**config.mk**
```make
export PLATFORM = sky130hd
export DESIGN_NAME = div_sign_seq_flat
export DESIGN_NICKNAME = d
export VERILOG_FILES = /design/src/rtl/div_pkg.sv /design/src/rtl/div_sign_seq_if.sv /design/src/rtl/sgn_mag.sv /design/src/rtl/div_sign_seq.sv /design/src/flat_wrapper.sv
export SDC_FILE = /design/constraint.sdc
export NUM_CORES = 1
export LEC_CHECK = 0
export CAP_MARGIN = 20
export CORE_MARGIN = 2
export CORE_UTILIZATION = 60
export CTS_BUF_LIST = sky130_fd_sc_hd__clkbuf_4 sky130_fd_sc_hd__clkbuf_8 sky130_fd_sc_hd__clkbuf_16
export DETAILED_ROUTE_END_ITERATION = 12
export PLACE_DENSITY_LB_ADDON = 0.15
export SYNTH_ARGS = -nofsm -noshare
export SYNTH_HDL_FRONTEND = slang
export SYNTH_SLANG_ARGS = --single-unit
```
**constraint.sdc**
```tcl
create_clock -name clk -period 4.6 [get_ports clk]
set_input_delay 0.46 -clock clk [delete_from_list [all_inputs] [get_ports clk]]
set_output_delay 0.46 -clock clk [all_outputs]
set_load 0.05 [all_outputs]
```
**src/rtl/div_pkg.sv**
```systemverilog
// Shared types and helpers for the sequential signed divider.
package div_pkg;

    typedef enum logic [1:0] {
        IDLE = 2'd0,
        CALC = 2'd1,
        FIX  = 2'd2
    } state_t;

    // Bits needed to count 0..v-1.
    function automatic int unsigned clog2(input int unsigned v);
        int unsigned bits;
        int unsigned span;
        bits = 0;
        span = 1;
        while (span < v) begin
            span = span << 1;
            bits = bits + 1;
        end
        return bits;
    endfunction

endpackage

```
**src/rtl/div_sign_seq_if.sv**
```systemverilog
// Start/busy/done request and result bundle for the signed divider.
interface div_sign_seq_if #(
    parameter int unsigned W = 8
);
    logic         start;
    logic [W-1:0] a;
    logic [W-1:0] b;
    logic         busy;
    logic         done;
    logic [W-1:0] q;
    logic [W-1:0] r;
    logic         dz;
    logic         ovf;

    modport master (
        output start, a, b,
        input  busy, done, q, r, dz, ovf
    );

    modport slave (
        input  start, a, b,
        output busy, done, q, r, dz, ovf
    );
endinterface

```
**src/rtl/sgn_mag.sv**
```systemverilog
// Conditional two's-complement negate; with neg tied to the sign bit it yields |x|.
module sgn_mag #(
    parameter int unsigned W = 8
) (
    input  logic [W-1:0] x,
    input  logic         neg,
    output logic [W-1:0] y
);
    assign y = neg ? W'(~x + W'(1)) : x;
endmodule

```
**src/rtl/div_sign_seq.sv**
```systemverilog
// Sequential signed divider: restoring shift-subtract on magnitudes, then sign fix.
module div_sign_seq
    import div_pkg::*;
#(
    parameter int unsigned W = 8
) (
    input  logic           clk,
    input  logic           rst,
    div_sign_seq_if.slave  s
);
    localparam int unsigned CW = clog2(W);
    localparam logic [W-1:0] MIN_NEG = {1'b1, {(W-1){1'b0}}};

    state_t state, state_nxt;
    logic   accept_c, step_c, fix_c;

    logic          sign_a, sign_b;
    logic [W-1:0]  bmag;
    logic [W-1:0]  dvd;
    logic [W:0]    rem;
    logic [CW-1:0] cnt;
    logic          dz_pend, ovf_pend;

    logic         busy_r, done_r, dz_r, ovf_r;
    logic [W-1:0] q_r, r_r;

    logic [W-1:0] amag_c, bmag_c, qfix_c, rfix_c;
    logic [W+1:0] shifted_c, diff_c;
    logic         ge_c;

    sgn_mag #(.W(W)) u_abs_a (.x(s.a),         .neg(s.a[W-1]),       .y(amag_c));
    sgn_mag #(.W(W)) u_abs_b (.x(s.b),         .neg(s.b[W-1]),       .y(bmag_c));
    sgn_mag #(.W(W)) u_fix_q (.x(dvd),         .neg(sign_a ^ sign_b), .y(qfix_c));
    sgn_mag #(.W(W)) u_fix_r (.x(rem[W-1:0]),  .neg(sign_a),          .y(rfix_c));

    // One restoring step: shift next dividend bit into the partial remainder and trial-subtract.
    assign shifted_c = {rem, dvd[W-1]};
    assign diff_c    = shifted_c - (W+2)'(bmag);
    assign ge_c      = shifted_c >= (W+2)'(bmag);

    always_ff @(posedge clk or posedge rst) begin
        if (rst) state <= IDLE;
        else     state <= state_nxt;
    end

    always_comb begin
        state_nxt = state;
        accept_c  = 1'b0;
        step_c    = 1'b0;
        fix_c     = 1'b0;
        case (state)
            IDLE: begin
                if (s.start) begin
                    accept_c  = 1'b1;
                    state_nxt = CALC;
                end
            end
            CALC: begin
                step_c = 1'b1;
                if (cnt == CW'(W-1)) state_nxt = FIX;
            end
            FIX: begin
                fix_c     = 1'b1;
                state_nxt = IDLE;
            end
            default: state_nxt = IDLE;
        endcase
    end

    // Operand latch and iteration datapath.
    always_ff @(posedge clk or posedge rst) begin
        if (rst) begin
            sign_a   <= 1'b0;
            sign_b   <= 1'b0;
            bmag     <= '0;
            dvd      <= '0;
            rem      <= '0;
            cnt      <= '0;
            dz_pend  <= 1'b0;
            ovf_pend <= 1'b0;
        end else if (accept_c) begin
            sign_a   <= s.a[W-1];
            sign_b   <= s.b[W-1];
            bmag     <= bmag_c;
            dvd      <= amag_c;
            rem      <= '0;
            cnt      <= '0;
            dz_pend  <= (s.b == '0);
            ovf_pend <= (s.a == MIN_NEG) && (s.b == '1);
        end else if (step_c) begin
            rem <= ge_c ? (W+1)'(diff_c) : (W+1)'(shifted_c);
            dvd <= {dvd[W-2:0], ge_c};
            cnt <= cnt + CW'(1);
        end
    end

    // Result registers hold until the next completion; done is a single-cycle pulse.
    always_ff @(posedge clk or posedge rst) begin
        if (rst) begin
            busy_r <= 1'b0;
            done_r <= 1'b0;
            q_r    <= '0;
            r_r    <= '0;
            dz_r   <= 1'b0;
            ovf_r  <= 1'b0;
        end else begin
            busy_r <= (state_nxt != IDLE);
            done_r <= fix_c;
            if (fix_c) begin
                q_r   <= dz_pend ? '1 : qfix_c;
                r_r   <= rfix_c;
                dz_r  <= dz_pend;
                ovf_r <= ovf_pend;
            end
        end
    end

    assign s.busy = busy_r;
    assign s.done = done_r;
    assign s.q    = q_r;
    assign s.r    = r_r;
    assign s.dz   = dz_r;
    assign s.ovf  = ovf_r;

endmodule
```
**src/flat_wrapper.sv**
```systemverilog
// flat-port wrapper written by rule: the top's interface ports become plain ports
module div_sign_seq_flat import div_pkg::*;
#(
    parameter int unsigned W = 8
)
  (clk, rst, s_start, s_a, s_b, s_busy, s_done, s_q, s_r, s_dz, s_ovf);
  div_sign_seq_if #(.W(W)) s_i ();
  input  logic clk;
  input  logic rst;
  input wire logic [$bits(s_i.start)-1:0] s_start;
  input wire logic [$bits(s_i.a)-1:0] s_a;
  input wire logic [$bits(s_i.b)-1:0] s_b;
  output wire logic [$bits(s_i.busy)-1:0] s_busy;
  output wire logic [$bits(s_i.done)-1:0] s_done;
  output wire logic [$bits(s_i.q)-1:0] s_q;
  output wire logic [$bits(s_i.r)-1:0] s_r;
  output wire logic [$bits(s_i.dz)-1:0] s_dz;
  output wire logic [$bits(s_i.ovf)-1:0] s_ovf;
  assign s_i.start = s_start;
  assign s_i.a = s_a;
  assign s_i.b = s_b;
  assign s_busy = s_i.busy;
  assign s_done = s_i.done;
  assign s_q = s_i.q;
  assign s_r = s_i.r;
  assign s_dz = s_i.dz;
  assign s_ovf = s_i.ovf;
  div_sign_seq #(.W(W)) u_core (.clk(clk), .rst(rst), .s(s_i));
endmodule
```
==> summary.md <==
For this run, the leading register cell type out of synthesis is sky130_fd_sc_hd__dfrtp_1. For the number of H-tree levels, the log shows 2. After synthesis, the largest family of logic cells by area is simple AND/OR/NAND/NOR gates. The number of antenna violations at the first check in global routing was 0; the share of async-settable or async-resettable flops after synthesis was 100%. Summed over all nets, the half-perimeter wirelength after detailed placement is 4370 µm. The internal power of the cells totals 1450 µW.

The clock transition at the registers of the reported paths is 90 ps, and the I/O pin count is 39. The summed area of non-filler cells in the final layout is 3610 µm². The actual transition at the worst max-transition pin works out to 959 ps.

The critical path in this run is classified as reg -> reg. Number of global-route vias before repair: 2240. STA classifies the critical path endpoint as a register. Most common cell after layout, fill and taps aside: sky130_fd_sc_hd__nand2_1. The slowest stage of the critical path belongs to the cell sky130_fd_sc_hd__nor4b_4.

Kind of path behind the tightest hold check: in -> async. The xor and xnor fraction of the mapped netlist area was 8.21%. The first routing iteration left 97 violations. The routed via count divided by cell count came out at 5.40. STA classifies the critical path startpoint as a register. For the worst setup path, the data arrival time is 3000 ps. The final worst-path setup slack came out at 1790 ps. The routed layout has 2417 vias. For the maximum count of clock buffers along a single path, the log shows 2. Setup repair after global routing left no endpoint under its margin. The first global-routing pass estimated 9960 µm of wire.

The proportion of total power due to net switching was 45.9%. Net count reported at finish: 412. The worst path buffer plus inverter count came out at 2. In this run the static leakage power is 0.00163 µW. The analysis attributes to net switching a power of 1230 µW.

The run finished with clean final reports. The share of cell area taken by muxes after synthesis came out at 1.62%. In this design, the critical path's most frequently occurring cell is sky130_fd_sc_hd__inv_1. The combinational cell fraction of total power was 57.7%. The worst max-slew margin expressed relative to the limit is 36.1%, and the layout cell share with drive strength beyond 1 is 3.70%. The fraction of the mapped netlist area in adder cells was 6.72%. The cell at the root of the clock tree was sky130_fd_sc_hd__clkbuf_8. For this run, the top clock speed supported by timing is 0.356 GHz. The die is 75.8 µm tall. The worst path uses 61.1% of the clock period. The largest stage delay on the critical path is 630 ps, and the sequential group share of total power is 32.6%. The initial cell density of the core is 61.3%, and the per-cell routed wire length is 12.8 µm. Number of slew-limit violations in the final report: 0. The top cell types in the final layout, fill and taps aside, are sky130_fd_sc_hd__nand2_1, sky130_fd_sc_hd__dfrtp_1, sky130_fd_sc_hd__clkdlybuf4s50_1. For the pin count of the biggest net entering global routing, the log shows 55. The final-layout fill cell count is 421. The cell area that synthesis handed to floorplanning was 3090 µm². The routability congestion estimate was 0.850. The critical path goes through inv_1 -> ha_1 -> inv_1 -> fa_1 -> a211oi_1 -> o21bai_4 -> a21oi_4 -> nor4b_4 -> nand2b_1 -> a32o_1.

The floorplan has 26 rows. The DRC violations left is 0. The minimum period implied by the final worst setup slack was 2810 ps.

Synthesis inferred 54 register bits. The tools report the final number of hold-violating endpoints as 0. Summing the areas of all compound-gate instances in the mapped netlist gives 16.6% of the synthesized area.

The number of nets produced by synthesis came out at 380. The data required time of the critical path was 4790 ps; the number of buffers inserted by port buffering was 38. Average footprint of a synthesized cell: 8.97 µm². TritonCTS built the clock tree. Once placement finished, the instance area stood at 3500 µm². The logs give 300 ps for the clock network latency to the later pin of the worst-skew pair and 22.5% for the aggregate global-route resource usage. Broken down by cell family, the worst path's largest delay share belongs to compound AO/OA/AOI/OAI gates. Of all nets on the critical path, the largest fanout is 14. The region available for standard cell placement spans 5040 µm². The cell depth of the worst flop-to-flop path came out at 10. The logs give 3.60 ps for the worst-case clock skew and 0 for the sum of overflow across all layers after global routing.

VDD sags by at most 0.298 mV. The accumulated negative setup slack is 0 ps, and the x dimension of the die is 75.8 µm. The tools report the number of antenna repair diodes as 0. The die covers 5740 µm².

From synthesis to final layout, the design area changed by 16.9%. Clock tree synthesis found a total of 54 sinks. The critical path runs through a total of 10 cells. The tools report the post-synthesis cell type count as 44. Across the run, the number of max-cap violations was 0. Before antenna repair, the detailed router went through 4 iterations. The routed design has 5740 µm of wire. For this run, the number of Yosys warnings is 0. At the placement stage, the worst setup path has a slack of 1810 ps.

The count of nets left with antenna violations once routing finished came out at 0. The quantity of gates resized following cts was 0; the number of setup violations in the final report was 0. The number of hold buffers added after CTS was 0.

The synthesized-area fraction occupied by and/or/nand/nor cells was 18.7%; the part of the Yosys area used for sequential elements was 43.7%. The count of flip-flops with a built-in enable after synthesis came out at 0. In this run the power density over the cells is 743 nW/µm². The run gives 0 as the post-CTS repair timing setup buffer count. The clock power share is 9.7%. The number of buffers added by the clock tree synthesis step came out at 5. The gate count of the mapped netlist is 345.
[power groups by stage]
stage / Combinational (µW) / Clock (µW) / Sequential [µW]
final: 1550 / 261 / 874
after global routing: 1750 / 284 / 903
after CTS: 1560 / 271 / 873
after detailed placement: 1550 / 0 / 883
after global placement: 1520 / 0 / 872
after floorplan: 1020 / 0 / 1050
[registers in the layout (all words and copies together) (netlist names), 2 cells and up]
| signal | flops |
|---|---|
| u_core.rem | 9 |
| u_core.bmag | 8 |
| u_core.dvd | 8 |
| u_core.s.q | 8 |
| u_core.s.r | 8 |
| u_core.cnt | 3 |
| u_core.state | 2 |
[per-stage QoR]
stage / util (%) / power (µW) / hold slack, ps / instances
CTS: 71.3 / 2700 / 482 / 447
global placement: 69.5 / 2390 / 449 / 439
global route: 71.7 / 2940 / 505 / 448
detailed placement: 69.5 / 2430 / 460 / 439
finish: 71.7 / 2680 / 478 / 448
floorplan: - / 2070 / 439 / 345
[area by class of cell]
class	count	area, µm²	share of cell area (%)
inverters	20	75.1	2.08
flip-flops and latches	54	1350	37.4
multi-input cells	256	1600	44.3
clock inverters	2	13.8	0.381
clock buffers	6	76.3	2.11
well taps	70	87.6	2.42
repair buffers	40	408	11.3
[metal layers]
metal  up-vias  wire length, µm  GRT usage, %
li1       1241                -             -
met1      1119             2800          31.9
met2        53             2650          36.0
met3         4              225          3.57
met4         0               53          6.04
met5         -                0             0
[path summary, 6_finish.rpt]
check                      slack, ps           from        endpoint
hold / removal                   480            rst   u_core.s.q[4]
hold reg to reg                  480  u_core.s.q[1]   u_core.s.q[1]
setup reg to reg                1790  u_core.dvd[7]   u_core.rem[7]
max in group asynchronous       3610            rst  u_core.bmag[5]
setup / recovery                1790  u_core.dvd[7]   u_core.rem[7]
min in group clk                 480  u_core.s.q[1]   u_core.s.q[1]
[cells in the mapped netlist, drive strengths merged (2+ instances only)]
library cell  number  area (µm²)
a211oi             3        22.5
nor3               3        15.0
xor2              20         175
a22o               2        17.5
o21ai             36         180
a21oi             10        61.3
nand2             66         248
nand3b             3        22.5
a31oi              2        12.5
o22ai              4        25.0
a21o               2        15.0
inv               20        75.1
nor2b              3        18.8
xnor2              9        78.8
o21a               3        22.5
a22oi              4        30.0
o311ai             3        26.3
mux2i              5        50.1
dfrtp             54        1350
clkbuf            14        52.6
o31ai              4        30.0
nand4              4        25.0
nand2b             6        37.5
o21bai             2        26.3
nand3              5        25.0
nor2              25        93.8
o41ai              2        17.5
or3                4        25.0
ha                15         188
[kinds of logic after synthesis]
family	Yosys count
AND/OR/NAND/NOR	126
XOR/XNOR	29
multiplexers	5
buffers and inverters	35
adder cells (fa/ha/maj)	16
AO/OA/AOI/OAI	80
flip-flops	54
(Power assumes the default switching activity.)
